===== config.mk =====
export PLATFORM = sky130hd
export DESIGN_NAME = pb_led_ctrl_flat
export DESIGN_NICKNAME = d
export VERILOG_FILES = /design/src/rtl/pb_led_ctrl_if.sv /design/src/rtl/pb_led_ctrl.sv /design/src/flat_wrapper.sv
export SDC_FILE = /design/constraint.sdc
export NUM_CORES = 1
export LEC_CHECK = 0
export ABC_CLOCK_PERIOD_IN_PS = 1200
export BUFFER_PORTS_ARGS = -buffer_cell sky130_fd_sc_hd__buf_2
export CAP_MARGIN = 20
export CORE_MARGIN = 2
export CORE_UTILIZATION = 47
export CTS_CLUSTER_SIZE = 8
export DETAILED_ROUTE_END_ITERATION = 16
export PLACE_DENSITY = 0.75
export SYNTH_ARGS = -nofsm -noshare
export SYNTH_HDL_FRONTEND = slang
export SYNTH_SLANG_ARGS = --single-unit

===== constraint.sdc =====
create_clock -name clk -period 1.2 [get_ports clk]
set_input_delay 0.06 -clock clk [delete_from_list [all_inputs] [get_ports clk]]
set_output_delay 0.06 -clock clk [all_outputs]
set_load 0.05 [all_outputs]

===== src/rtl/pb_led_ctrl_if.sv =====
// CPU-side register bus for pb_led_ctrl: register select, write/read strobes,
// registered read return and the level interrupt.
interface pb_led_ctrl_if;
    logic [1:0]  addr;
    logic        wr_en;
    logic [15:0] wr_data;
    logic        rd_en;
    logic [15:0] rd_data;
    logic        rd_valid;
    logic        irq;

    // CPU side drives strobes and consumes read data / interrupt
    modport master (
        output addr, wr_en, wr_data, rd_en,
        input  rd_data, rd_valid, irq
    );

    // Peripheral side
    modport slave (
        input  addr, wr_en, wr_data, rd_en,
        output rd_data, rd_valid, irq
    );
endinterface


===== src/rtl/pb_led_ctrl.sv =====
// pb_led_ctrl: push-button synchroniser/debouncer with sticky press events,
// LED output register and level interrupt behind a 4-register CPU bus.
// Optional LED blinking is built when the macro LED_BLINK_EN is defined.
module pb_led_ctrl #(
    parameter int unsigned NUM_PB     = 5,
    parameter int unsigned LED_W      = 12,
    parameter int unsigned DEB_CYCLES = 4,
    parameter int unsigned BLINK_DIV  = 8
) (
    input  logic              clk,
    input  logic              rst,
    input  logic [NUM_PB-1:0] pb,
    output logic [LED_W-1:0]  led,
    pb_led_ctrl_if.slave      bus
);

    localparam int unsigned CNT_W = $clog2(DEB_CYCLES + 1);
    localparam int unsigned DW    = 16;

    localparam logic [1:0] ADDR_STATE = 2'd0;
    localparam logic [1:0] ADDR_EVENT = 2'd1;
    localparam logic [1:0] ADDR_LED   = 2'd2;
    localparam logic [1:0] ADDR_BLINK = 2'd3;

    logic [NUM_PB-1:0]            r_sync1;
    logic [NUM_PB-1:0]            r_sync2;
    logic [NUM_PB-1:0]            r_deb;
    logic [NUM_PB-1:0]            r_deb_d;
    logic [NUM_PB-1:0][CNT_W-1:0] r_cnt;
    logic [NUM_PB-1:0]            r_event;
    logic [LED_W-1:0]             r_led;
    logic [DW-1:0]                r_rd_data;
    logic                         r_rd_valid;

    logic [NUM_PB-1:0]            w_set;
    logic [NUM_PB-1:0]            w_clr;
    logic                         w_wr_event;
    logic                         w_wr_led;
    logic [DW-1:0]                w_rd_mux;

    assign w_wr_event = bus.wr_en && (bus.addr == ADDR_EVENT);
    assign w_wr_led   = bus.wr_en && (bus.addr == ADDR_LED);
    assign w_set      = r_deb & ~r_deb_d;
    assign w_clr      = w_wr_event ? bus.wr_data[NUM_PB-1:0] : '0;

    // Synchronise, debounce and edge-detect every button
    always_ff @(posedge clk) begin
        if (rst) begin
            r_sync1 <= '0;
            r_sync2 <= '0;
            r_deb   <= '0;
            r_deb_d <= '0;
            r_cnt   <= '0;
        end else begin
            r_sync1 <= pb;
            r_sync2 <= r_sync1;
            r_deb_d <= r_deb;
            for (int i = 0; i < int'(NUM_PB); i++) begin
                if (r_sync2[i] == r_deb[i]) begin
                    r_cnt[i] <= '0;
                end else if (r_cnt[i] == CNT_W'(DEB_CYCLES - 1)) begin
                    r_deb[i] <= r_sync2[i];
                    r_cnt[i] <= '0;
                end else begin
                    r_cnt[i] <= r_cnt[i] + CNT_W'(1);
                end
            end
        end
    end

    // Sticky press flags: a new press in the same cycle beats a W1C clear
    always_ff @(posedge clk) begin
        if (rst) begin
            r_event <= '0;
        end else begin
            r_event <= (r_event & ~w_clr) | w_set;
        end
    end

    // LED register
    always_ff @(posedge clk) begin
        if (rst) begin
            r_led <= '0;
        end else if (w_wr_led) begin
            r_led <= bus.wr_data[LED_W-1:0];
        end
    end

`ifdef LED_BLINK_EN
    localparam int unsigned BLK_W = $clog2(BLINK_DIV + 1);

    logic [LED_W-1:0] r_blink;
    logic [BLK_W-1:0] r_div_cnt;
    logic             r_phase;

    // Blink mask register
    always_ff @(posedge clk) begin
        if (rst) begin
            r_blink <= '0;
        end else if (bus.wr_en && (bus.addr == ADDR_BLINK)) begin
            r_blink <= bus.wr_data[LED_W-1:0];
        end
    end

    // Free-running phase divider, independent of mask writes
    always_ff @(posedge clk) begin
        if (rst) begin
            r_div_cnt <= '0;
            r_phase   <= 1'b0;
        end else if (r_div_cnt == BLK_W'(BLINK_DIV - 1)) begin
            r_div_cnt <= '0;
            r_phase   <= ~r_phase;
        end else begin
            r_div_cnt <= r_div_cnt + BLK_W'(1);
        end
    end

    assign led = r_led & ~(r_blink & {LED_W{r_phase}});
`else
    assign led = r_led;
`endif

    // Read mux over current register contents; unused upper bits read 0
    always_comb begin
        w_rd_mux = '0;
        case (bus.addr)
            ADDR_STATE: w_rd_mux[NUM_PB-1:0] = r_deb;
            ADDR_EVENT: w_rd_mux[NUM_PB-1:0] = r_event;
            ADDR_LED:   w_rd_mux[LED_W-1:0]  = r_led;
`ifdef LED_BLINK_EN
            ADDR_BLINK: w_rd_mux[LED_W-1:0]  = r_blink;
`endif
            default:    w_rd_mux = '0;
        endcase
    end

    // Registered read return, one-cycle latency; data held until next read
    always_ff @(posedge clk) begin
        if (rst) begin
            r_rd_data  <= '0;
            r_rd_valid <= 1'b0;
        end else begin
            r_rd_valid <= bus.rd_en;
            if (bus.rd_en) begin
                r_rd_data <= w_rd_mux;
            end
        end
    end

    assign bus.rd_data  = r_rd_data;
    assign bus.rd_valid = r_rd_valid;
    assign bus.irq      = |r_event;

endmodule

===== src/flat_wrapper.sv =====
// flat-port wrapper written by rule: the top's interface ports become plain ports
module pb_led_ctrl_flat 
#(
    parameter int unsigned NUM_PB     = 5,
    parameter int unsigned LED_W      = 12,
    parameter int unsigned DEB_CYCLES = 4,
    parameter int unsigned BLINK_DIV  = 8
)
  (clk, rst, pb, led, bus_addr, bus_wr_en, bus_wr_data, bus_rd_en, bus_rd_data, bus_rd_valid, bus_irq);
  pb_led_ctrl_if bus_i ();
  input  logic clk;
  input  logic rst;
  input  logic [NUM_PB-1:0] pb;
  output logic [LED_W-1:0] led;
  input wire logic [$bits(bus_i.addr)-1:0] bus_addr;
  input wire logic [$bits(bus_i.wr_en)-1:0] bus_wr_en;
  input wire logic [$bits(bus_i.wr_data)-1:0] bus_wr_data;
  input wire logic [$bits(bus_i.rd_en)-1:0] bus_rd_en;
  output wire logic [$bits(bus_i.rd_data)-1:0] bus_rd_data;
  output wire logic [$bits(bus_i.rd_valid)-1:0] bus_rd_valid;
  output wire logic [$bits(bus_i.irq)-1:0] bus_irq;
  assign bus_i.addr = bus_addr;
  assign bus_i.wr_en = bus_wr_en;
  assign bus_i.wr_data = bus_wr_data;
  assign bus_i.rd_en = bus_rd_en;
  assign bus_rd_data = bus_i.rd_data;
  assign bus_rd_valid = bus_i.rd_valid;
  assign bus_irq = bus_i.irq;
  pb_led_ctrl #(.NUM_PB(NUM_PB), .LED_W(LED_W), .DEB_CYCLES(DEB_CYCLES), .BLINK_DIV(BLINK_DIV)) u_core (.clk(clk), .rst(rst), .pb(pb), .led(led), .bus(bus_i));
endmodule

; After elaboration in Yosys (flattened, before gate mapping)
; Cells that the tools add are included.
[word_totals]
ff_bits = 65
in_bits = 27
elab_cells = 61
[op_classes]
add_sub_neg = 5
n_eq_ne = 12
n_mux = 3
bitwise = 10
reduce_logical = 14
[ops]
columns = operator, count
row1 = adder 3 x 1 -> 3 bit (second input constant), 5
row2 = equality test 3 x 2 -> 1 bit (second input constant), 5
row3 = case mux 5 bit (3 select lines), 1
row4 = OR reduction 3 bit, 5
row5 = AND 5 bit, 2
row6 = NOT 5 bit, 2
row7 = AND reduction 2 bit, 5
row8 = two-way mux 7 bit, 1
row9 = equality test 1 bit, 5
row10 = two-way mux 5 bit, 1
row11 = NOT 1 bit, 5
row12 = bitwise OR 5 bit, 1
row13 = OR reduction 5 bit, 1
row14 = equality test 2 x 1 -> 1 bit (second input constant), 1
row15 = equality test 2 bit (second input constant), 1
row16 = logical AND 1 bit, 2
row17 = logical NOT 2 bit, 1

; Depth between registers and ports, before layout
[depth]
word_depth = 6
mapped_depth = 5

; Worst setup path before layout
; Ideal clock, no wire load.
[synth_timing]
kind = register to register
from = register u_core.r_led[0] (netlist: u_core.led[0])
to = register u_core.r_rd_data[0] (netlist: u_core.bus.rd_data[0])
arrival_time_ps = 1169
required_ps = 1109
path_slack_ps = -60
path_stages_with_launch = 4
path_buffers = 0
cell_sequence = dfxtp_1 mux2i_1 or2_0 a311oi_1
[synth_via]
elab_chain_len = 1
[synth_rtl]
columns = item, line_no
row1 = start: declaration, pb_led_ctrl.sv:31  ; logic [LED_W-1:0] r_led;
row2 = start signal: assignment, pb_led_ctrl.sv:85  ; r_led <= bus.wr_data[LED_W-1:0];
row3 = case mux 5 bit (3 select lines), pb_led_ctrl.sv:126  ; case (bus.addr)
row4 = end signal: assignment, pb_led_ctrl.sv:145  ; r_rd_data <= w_rd_mux;
row5 = end: declaration, pb_led_ctrl.sv:32  ; logic [DW-1:0] r_rd_data;
; Every way passes these cells.
; A chain may end at the register's enable or synchronous reset.

; Worst setup path after layout
[layout_timing]
from = register u_core.r_cnt[0] (netlist bit)
to = register u_core.r_cnt[0] (netlist bit)
[layout_via]
elab_chain_len = 2
elab_cells_between_ends = 3
cone_classes = add/sub (1) / eq/ne (1) / reduce/logical (1)
[layout_rtl]
columns = item, line_no
row1 = start: declaration, pb_led_ctrl.sv:29  ; logic [NUM_PB-1:0][CNT_W-1:0] r_cnt;
row2 = start signal: indexed assignment, pb_led_ctrl.sv:65  ; r_cnt[i] <= r_cnt[i] + CNT_W'(1);
row3 = "parallel branches: the longest is 2 deep, another holds adder 3 x 1 -> 3 bit", -
; Parallel ways; which one is timed is not known.

==> results.rst <==
.. list-table::
   :header-rows: 1

   * - Metric
     - Value
   * - TritonRoute pass-1 iters
     - 4
   * - Die span in y
     - 76.29 um
   * - Launching instance or port of the critical path
     - u_core.r_cnt[0]
   * - Detail Placement HPWL
     - approximately 3.1 mm
   * - Netlist area before placement
     - approximately 2500 um2
   * - Worst vdd ir
     - 0.9381 mV
   * - Synth top area share
     - a little over half
   * - Async set or reset register ratio after synthesis
     - 0%
   * - Ports placed on the boundary
     - 57
   * - Starting utilization of the core area
     - 48.40%
   * - Largest net degree at the start of global routing
     - 26
   * - Standby leakage power
     - 1.374 nW
   * - Sequential fraction of the synthesis area
     - 52.98%
   * - Unrepaired setup endpoints after global routing
     - yes
   * - CP endpoint
     - u_core.r_cnt[0]
   * - Number of buffers added on ports
     - 48
   * - Achievable Freq
     - 826.2 MHz
   * - Leading area contributor after synthesis
     - sky130_fd_sc_hd__dfxtp_1
   * - R2R Path End
     - u_core.r_cnt[0]
   * - Antenna violations before repair
     - 0
   * - Average size of a mapped cell
     - about 9.6 um2
   * - Number of enable flip-flop cells after synthesis
     - 0
   * - Worst reg2reg path depth
     - 4
   * - Clk Tree Root Cell
     - sky130_fd_sc_hd__clkbuf_8
   * - Most frequently used cell type in the post-synthesis netlist
     - sky130_fd_sc_hd__dfxtp_1
   * - Core region area
     - 5075 um2
   * - Number of antenna repair diodes
     - 0
   * - Worst hold path class
     - primary input to flip-flop
   * - Routed len/inst
     - 12.15 um
   * - Worst reg-to-reg setup slack
     - -0.01 ns
   * - Final hold violation count
     - 0
   * - DRT antenna net count
     - 0
   * - Clock tree buffer depth
     - 2
   * - Post-layout min period
     - ~1.2 ns
   * - Number of levels in the clock H-tree
     - 3
   * - Slack of the critical path
     - -0.01038 ns
   * - Worst-path clk slew
     - approximately 0.060 ns
   * - Violated checks
     - setup timing
   * - Clock network latency to the later pin of the worst-skew pair
     - 0.34 ns
   * - Final setup violation count
     - 1
   * - Max-slew violation count
     - 0
   * - Share of the clock period used by the worst path after layout
     - 100.9%
   * - Run status
     - finished with violations
   * - Number of vias in the routed layout
     - 1966
   * - Prevailing post-synth register cell
     - sky130_fd_sc_hd__dfxtp_1
   * - Beginning of the worst register-to-register path
     - u_core.r_cnt[0]
   * - Syn Inst Count
     - 257
   * - Max-cap violations
     - 0
   * - Final Wtd Congestion
     - about 0.73
   * - Cell seen most often among critical-path stages
     - sky130_fd_sc_hd__ha_4
   * - Slowest stage cell on the critical path
     - sky130_fd_sc_hd__or3_4
   * - Register bit total from synthesis
     - 65
   * - Remaining design rule violation count
     - 0
   * - Standard-cell rows
     - 26
   * - Die footprint
     - 5820 um2
   * - Power per standard cell area
     - 1273 nW/um2
   * - Element type at the critical path end
     - flip-flop
   * - Area used by multi-input combinational logic
     - 1235 um2
   * - Largest fanout of any net on the critical path
     - 3
   * - Dpl cell area
     - 2820 um2
   * - Arrival @ worst endpoint
     - 1.48 ns
   * - Number of global-route vias before repair
     - between 1500 and 2000
   * - Count of routing violations after the opening detailed-route iteration
     - 98
   * - Biggest cell delay along the critical path
     - approximately 0.41 ns
   * - Distinct cell type count of the synthesized netlist
     - 24
   * - Commonest cells post-synth
     - 65 x sky130_fd_sc_hd__dfxtp_1, 31 x sky130_fd_sc_hd__nor2_1, 19 x sky130_fd_sc_hd__a21oi_1
   * - FILL cells
     - 435
   * - Leading post-synthesis cells by cell area
     - sky130_fd_sc_hd__dfxtp_1 53%, sky130_fd_sc_hd__mux2i_1 6.1%, sky130_fd_sc_hd__ha_1 5.1%, sky130_fd_sc_hd__nor2_1 4.7%, sky130_fd_sc_hd__nor2b_1 4.1%
   * - Cell-by-cell trace of the critical path
     - ha_4 -> ha_4 -> or3_4 -> nor2_2
   * - Inserted Clock Buffers
     - 9
   * - Total gr overflow
     - 0
   * - Total wire length
     - 4.958 mm
   * - Die X
     - 76.29 um
   * - Layout Cell Area excl Fill
     - roughly 3400 um2
   * - Utilization of the core after routing
     - 66.32%
   * - Worst setup SP type
     - flip-flop
   * - Startpoint of the tightest hold check path
     - rst
   * - Total global-route track usage
     - between 10% and 20%
   * - Area of all sequential standard cells
     - 1318 um2
   * - Kind of critical path
     - flip-flop to flip-flop
   * - Number of clock sinks seen by CTS
     - 65
   * - Layout cells sized above 1
     - 34.62%
   * - YS warnings
     - 0
   * - Area delta synth->final
     - 37.04%
   * - Global-route wire length before repair
     - 7.596 mm
   * - Largest clock skew in the final design
     - 0.005759 ns
   * - Via density per instance
     - 4.819
   * - Final nets
     - 370
   * - CTS tree
     - built
   * - Crit path required time
     - 1.47 ns
==> worst min path at each step <==
stage,to,slack [ns],cells after the start
after floorplan,u_core.r_sync1[0],0.19,1
after CTS,u_core.led[0],0.11,2
after global placement,u_core.r_sync1[2],0.27,2
after detailed placement,u_core.r_sync1[3],0.27,2
after global routing,u_core.r_deb[1],0.13,2
final,u_core.led[1],0.11,2
==> logic make-up (layout without fill, tap and decap cells) <==
logic type / count (synthesis) / count (layout) / synth area share [%]
AOI/OAI and AO/OA: 29 / 29 / 6.673
xor gates and xnor gates: 5 / 5 / 1.783
adders and majority gates: 10 / 10 / 5.094
buffers and inverters: 26 / 104 / 5.247
DFF: 65 / 65 / 52.98
muxes: 15 / 15 / 6.113
other: 1 / 4 / 0.1527
and+or+nand+nor: 106 / 106 / 21.96
==> layout make-up <==
| class | instances | area share [%] |
|---|---|---|
| Clock buffer | 13 | 4.721 |
| Clock inverter | 3 | 0.4461 |
| Inverter | 10 | 1.115 |
| Multi-Input combinational cell | 169 | 36.69 |
| Sequential cell | 65 | 39.14 |
| Tap cell | 70 | 2.602 |
| Timing Repair Buffer | 78 | 15.28 |
==> critical path: cells and delay by family (launching register included) <==
kind / cells / cell delay, ns
adder cells (fa/ha/maj): 2 / 0.31
AND/OR/NAND/NOR: 2 / 0.50
flip-flops: 1 / 0.33
==> what timing repair did <==
action | in CTS | in global routing
cloned | 0 | 0
resized for setup | 11 | 30
hold endpoints to repair | 17 | 0
endpoints found under the setup margin | 16 | 15
buffers inserted | 1 | 2
pin swaps | 15 | 13
hold buffers | 17 | 0
==> metrics by stage <==
stage	std cells	setup WS, ns	power, mW	setup TNS (ns)	hold WS (ns)
detailed placement	372	-0.05369	2.628	-0.3703	0.2726
finish	408	-0.01038	4.283	-0.01038	0.1084
global placement	372	-0.01119	2.622	-0.06634	0.2681
global route	408	-0.03427	4.447	-0.1750	0.1279
CTS	406	0.004001	4.299	0	0.1057
floorplan	260	0.003467	2.536	0	0.1882
==> power by group <==
part,internal (mW),total (mW),switching (mW),leakage (nW)
logic,0.152,0.406,0.253,0.746
registers,2.21,2.23,0.0262,0.534
clock network,0.853,1.65,0.793,0.0932
total,3.21,4.28,1.07,1.37
==> layer usage <==
metal / GRT usage [%] / vias up / share of wire [%]
met1: 20.24 / 919 / 45
met4: 9.273 / 0 / 2.5
met5: 0 / - / 0
met3: 4.976 / 13 / 3.8
li1: - / 993 / -
met2: 26.37 / 41 / 48
==> layout by cell type, fill, tap and decap left out, drive strengths merged <==
cell type,n
o21ai,5
nor2,31
mux2i,15
nand3b,1
ha,10
nand2,18
nor3,1
or2,5
inv,10
buf,61
conb,4
dfxtp,65
a21oi,19
clkbuf,13
or3,5
clkinv,3
and2b,2
xnor2,5
nand2b,13
nand3,14
dlygate4sd3,17
a311oi,5
nor2b,16
==> registers in the layout, summed over array words and instances (netlist names) <==
signal               flops
u_core.bus.rd_data      12
u_core.bus.rd_valid      1
u_core.led              12
u_core.r_cnt            15
u_core.r_deb             5
u_core.r_deb_d           5
u_core.r_event           5
u_core.r_sync1           5
u_core.r_sync2           5
Power figures use the tool's default switching activity.
